File: config.mk
export PLATFORM = sky130hd
export DESIGN_NAME = line_scan_decoder
export DESIGN_NICKNAME = d
export VERILOG_FILES = /design/src/rtl/line_decoder_pkg.sv /design/src/rtl/line_decoder_core.sv /design/src/rtl/line_scan_decoder.sv
export SDC_FILE = /design/constraint.sdc
export NUM_CORES = 1
export LEC_CHECK = 0
export ABC_AREA = 1
export BUFFER_PORTS_ARGS = -buffer_cell sky130_fd_sc_hd__buf_2
export CORE_MARGIN = 2
export CORE_UTILIZATION = 26
export DETAILED_ROUTE_END_ITERATION = 10
export GPL_TIMING_DRIVEN = 0
export MAX_ROUTING_LAYER = met4
export RECOVER_POWER = 25
export SLEW_MARGIN = 20
export SYNTH_ARGS = -nofsm -noshare
export SYNTH_HDL_FRONTEND = slang
export SYNTH_SLANG_ARGS = --single-unit
export TNS_END_PERCENT = 100
File: constraint.sdc
create_clock -name clock -period 4.1 [get_ports clock]
set_input_delay 0.41 -clock clock [delete_from_list [all_inputs] [get_ports clock]]
set_output_delay 0.41 -clock clock [all_outputs]
set_load 0.01 [all_outputs]
File: src/rtl/line_decoder_pkg.sv
// Shared definitions for the line scan decoder: FSM state encoding and the
// derivation of the output line count from the select width.
package line_decoder_pkg;

    // Controller states; exposed on the top-level debug port.
    typedef enum logic [1:0] {
        IDLE   = 2'd0,
        DIRECT = 2'd1,
        SCAN   = 2'd2
    } state_t;

    // Number of output lines addressed by an n-bit select.
    function automatic int line_count(input int n);
        return 1 << n;
    endfunction

endpackage

File: src/rtl/line_decoder_core.sv
// Combinational one-hot decoder: sets line[sel] when enabled, otherwise all
// lines are off.
module line_decoder_core
    import line_decoder_pkg::*;
#(
    parameter  int N = 3,
    localparam int L = line_count(N)
) (
    input  logic         enable,
    input  logic [N-1:0] sel,
    output logic [L-1:0] lines
);

    // Decode sel into a single active line, gated by enable.
    always_comb begin
        lines = '0;
        if (enable) begin
            lines[sel] = 1'b1;
        end
    end

endmodule

File: src/rtl/line_scan_decoder.sv
// Line decoder with direct-select and auto-scan modes. In scan mode the
// active line starts at sel and advances every DWELL cycles, wrapping
// modulo L and pulsing wrap for the cycle in which index first reads 0.
// All outputs are registered; the current FSM state is exported on state.
module line_scan_decoder
    import line_decoder_pkg::*;
#(
    parameter  int N     = 3,
    parameter  int DWELL = 4,
    localparam int L     = line_count(N)
) (
    input  logic         clock,
    input  logic         reset,
    input  logic         enable,
    input  logic         mode,
    input  logic [N-1:0] sel,
    input  logic         hold,
    output logic [L-1:0] f,
    output logic [N-1:0] index,
    output logic         wrap,
    output state_t       state
);

    // Smallest counter able to hold DWELL-1, never narrower than one bit.
    localparam int CW = (DWELL > 1) ? $clog2(DWELL) : 1;
    localparam logic [CW-1:0] DWELL_LAST = CW'(DWELL - 1);

    if (N < 1 || DWELL < 1) begin : g_bad_params
        $error("line_scan_decoder: N and DWELL must both be at least 1");
    end

    logic [CW-1:0] dwell_cnt;
    logic [N-1:0]  index_next;
    logic [N-1:0]  decode_sel;
    logic [L-1:0]  decoded;

    // Pick what the decoder sees: the next scan position while scanning,
    // otherwise the external select (direct mode and scan entry).
    always_comb begin
        index_next = index + 1'b1;
        decode_sel = sel;
        if (state == SCAN && mode) begin
            decode_sel = index_next;
        end
    end

    line_decoder_core #(.N(N)) u_core (
        .enable (enable),
        .sel    (decode_sel),
        .lines  (decoded)
    );

    // Controller FSM: enable/mode pick the state every cycle; scan state
    // tracks dwell and advances the active line with registered outputs.
    always_ff @(posedge clock or posedge reset) begin
        if (reset) begin
            state     <= IDLE;
            f         <= '0;
            index     <= '0;
            wrap      <= 1'b0;
            dwell_cnt <= '0;
        end else if (!enable) begin
            state     <= IDLE;
            f         <= '0;
            index     <= '0;
            wrap      <= 1'b0;
            dwell_cnt <= '0;
        end else if (!mode) begin
            state     <= DIRECT;
            f         <= decoded;
            index     <= sel;
            wrap      <= 1'b0;
            dwell_cnt <= '0;
        end else if (state != SCAN) begin
            // Scan entry: start at sel with a fresh dwell period.
            state     <= SCAN;
            f         <= decoded;
            index     <= sel;
            wrap      <= 1'b0;
            dwell_cnt <= '0;
        end else if (hold) begin
            wrap <= 1'b0;
        end else if (dwell_cnt == DWELL_LAST) begin
            dwell_cnt <= '0;
            index     <= index_next;
            f         <= decoded;
            wrap      <= &index;
        end else begin
            dwell_cnt <= dwell_cnt + 1'b1;
            wrap      <= 1'b0;
        end
    end

endmodule

==> results.py <==
metrics = {
    "status": {
        "status": "completed",
    },
    "placement": {
        "place_inst": 165,
        "dp_slack_ps": 2700,
        "gp_congestion": 0.751,
        "dp_hpwl_mm": 1.28,
        "io_buffers": 20,
    },
    "timing": {
        "final_hold_viol_count": 0,
        "fin_setup_tns_ps": 0,
        "final-max-slew-violation-count": 0,
        "relSlewSlack_pct": 58.5,
        "period_minus_slack_ps": 1420,
        "fmax_mhz": 706,
        "worstMarginPinSlew_ps": 623,
        "period_share_pct": 34.6,
        "worst_slack_ps": 2680,
        "rsz0062_at_grt": "false",
        "finalSetupViolations": 0,
        "fin_worst_skew_ps": 6.76,
    },
    "run": {
        "cap_violations": 0,
    },
    "clock_tree": {
        "cts_hold_buf": 0,
        "clkSinkCount": 16,
        "cts.clk_slew.worst_paths_ps": 90,
        "cts_max_path_buffers": 2,
        "post_cts_buffers": 0,
        "cts_root_buf": "clkbuf_4",
        "htree_levels": 1,
        "clkLatencyLatePin_ps": 290,
        "cts_resized": 0,
        "cts_buffers": 3,
        "cts_tree": "yes",
    },
    "die": {
        "core_area_um2": 3050,
        "start_util_pct": 27.5,
        "rows": 20,
        "io_pins": 22,
        "die_h_um": 60.8,
        "dieArea_um2": 3690,
        "die_width_um": 60.8,
    },
    "synthesis": {
        "synth-seq-cells": 16,
        "yosys-top-cells-area": "dfrtp_1 (48%), nand2_1 (19%), ha_1 (6.0%)",
        "yosys-mux-area-fraction_pct": 0,
        "ys_seq_area_share_pct": 47.8,
        "synth_xor_area_share_pct": 1.04,
        "synthAdderAreaFrac_pct": 5.97,
        "syn_inst": 101,
        "syn_area_um2": 838,
        "syn-mean-instance-area_um2": 8.30,
        "synth-compound-area-share_pct": 2.54,
        "yosys.area.top_type": "dfrtp_1",
        "syn_nets": 113,
        "yosysWarnings": 0,
        "synth_top_family_by_area": "simple AND/OR/NAND/NOR gates",
        "synth.top_cell.area_share_pct": 47.8,
        "synth.distinct_cells": 21,
        "yosys.area_share.simple_pct": 35.4,
    },
    "power_and_ir_drop": {
        "pwr-share-clk_pct": 27.6,
        "p_sw_share_pct": 28.1,
        "p_int_mw": 0.216,
        "seqPwrFrac_pct": 56.6,
        "leakage_nw": 0.591,
        "pwr_density_cell_nw_per_um2": 296,
        "power_mw": 0.300,
        "irDropWorstVdd_uv": 73.9,
        "comb_power_share_pct": 15.8,
        "power_switching_mw": 0.0844,
    },
    "critical_path": {
        "cpMaxStageDelayCell": "dfrtp_1",
        "start_kind": "flip-flop",
        "r2r_setup_slack_ps": 2680,
        "path_cells": "ha_1 -> ha_1 -> nand4_1 -> nand2_1 -> nor2_1 -> nand2_1 -> nand2_1",
        "required_ps": 4330,
        "path_max_fanout": 4,
        "arrival_ps": 1640,
        "cp_common_cell": "nand2_1",
        "end_kind": "flip-flop",
        "r2r-end": "f[2]",
        "reg2reg_depth": 7,
        "r2r_start": "index[0]",
        "crit_type": "reg -> reg",
        "max_stage_delay_ps": 420,
    },
    "layout": {
        "syn2layout_area_growth_pct": 21.0,
        "diodes": 0,
        "mostFrequentLayoutCell": "nand2_1",
        "nets": 138,
        "layout_common_cells": "nand2_1 (42), buf_2 (19), dfrtp_1 (16)",
        "fin_cells": 168,
        "drive_gt1_share_pct": 25.8,
    },
    "global_route": {
        "grt_pass1_wl_mm": 2.95,
        "grt_max_degree": 17,
        "grt_pass1_vias": 715,
        "track_usage_pct": 11.3,
        "overflow": 0,
        "antenna_found_initial": 0,
    },
    "routing": {
        "vias": 685,
        "firstDrtPassIters": 3,
        "ant_nets": 0,
        "drc": 0,
        "wirelength_mm": 1.65,
        "vias_per_cell": 4.08,
        "drtIter0Drc": 10,
        "wire_per_inst_um": 9.82,
    },
    "worst_hold_path": {
        "worstHoldPathType": "in -> async",
    },
}
per-stage QoR:
step	hold WS, ps	util (%)	cell area (µm²)
finish	182	33.2	1010
CTS	211	33.3	1020
detailed placement	461	32.5	993
global route	239	33.2	1010
floorplan	324	-	838
global placement	461	32.5	993
worst max path at each step:
| stage | slack [ps] | cells after the start | start | to |
|---|---|---|---|---|
| after floorplan | 2740 | 8 | index[0] | f[6] |
| after global placement | 2700 | 8 | index[0] | f[6] |
| after detailed placement | 2700 | 8 | index[0] | f[6] |
| after CTS | 2670 | 7 | index[0] | f[2] |
| after global routing | 2560 | 7 | index[0] | f[2] |
| final | 2680 | 7 | index[0] | f[2] |
cell usage after synthesis, drive strengths merged:
library cell	n
inv	12
o22ai	1
a21oi	1
ha	4
buf	1
clkinv	1
nand2	44
xor2	1
nand3	4
o21ai	2
nor2	9
nor3b	1
dfrtp	16
nand4	4
layer usage:
layer	global-route usage (%)	vias to the layer above	share of wire [%]
met5	-	-	0
met4	8.39	0	3.6
met3	1.28	4	2.9
met2	17.4	13	46
met1	13.4	306	48
li1	-	362	-
registers in the layout (all words and copies together), names as in the netlist:
name and flops:
wrap 1, index 3, state 2, f 8
dwell_cnt 2
power groups by stage:
stage / logic (mW) / clock network (mW) / registers (mW)
after global routing: 0.0545 / 0.0896 / 0.171
after detailed placement: 0.0485 / 0 / 0.173
final: 0.0473 / 0.0828 / 0.170
after global placement: 0.0476 / 0 / 0.173
after floorplan: 0.0287 / 0 / 0.176
after CTS: 0.0487 / 0.0849 / 0.170
logic make-up (layout without fill, tap and decap cells):
family,after synthesis,after routing
AO/OA/AOI/OAI,4,4
flip-flops,16,16
AND/OR/NAND/NOR,62,62
adder cells (fa/ha/maj),4,4
buffers and inverters,14,37
XOR/XNOR,1,1
worst max-delay path: cells and delay by family (launching register included):
kind,cells,cell delay [ps]
flip-flops,1,420
adder cells (fa/ha/maj),2,500
AND/OR/NAND/NOR,5,430
cell type report:
class                           instances  area, µm²
Inverter                               13       50.0
Sequential cell                        16        400
Buffer                                  1       11.3
Tap cell                               44       55.1
Multi-Input combinational cell         71        377
Timing Repair Buffer                   20       98.8
Fill cell                             354       2040
Clock buffer                            3       22.5
(Power assumes the default switching activity.)
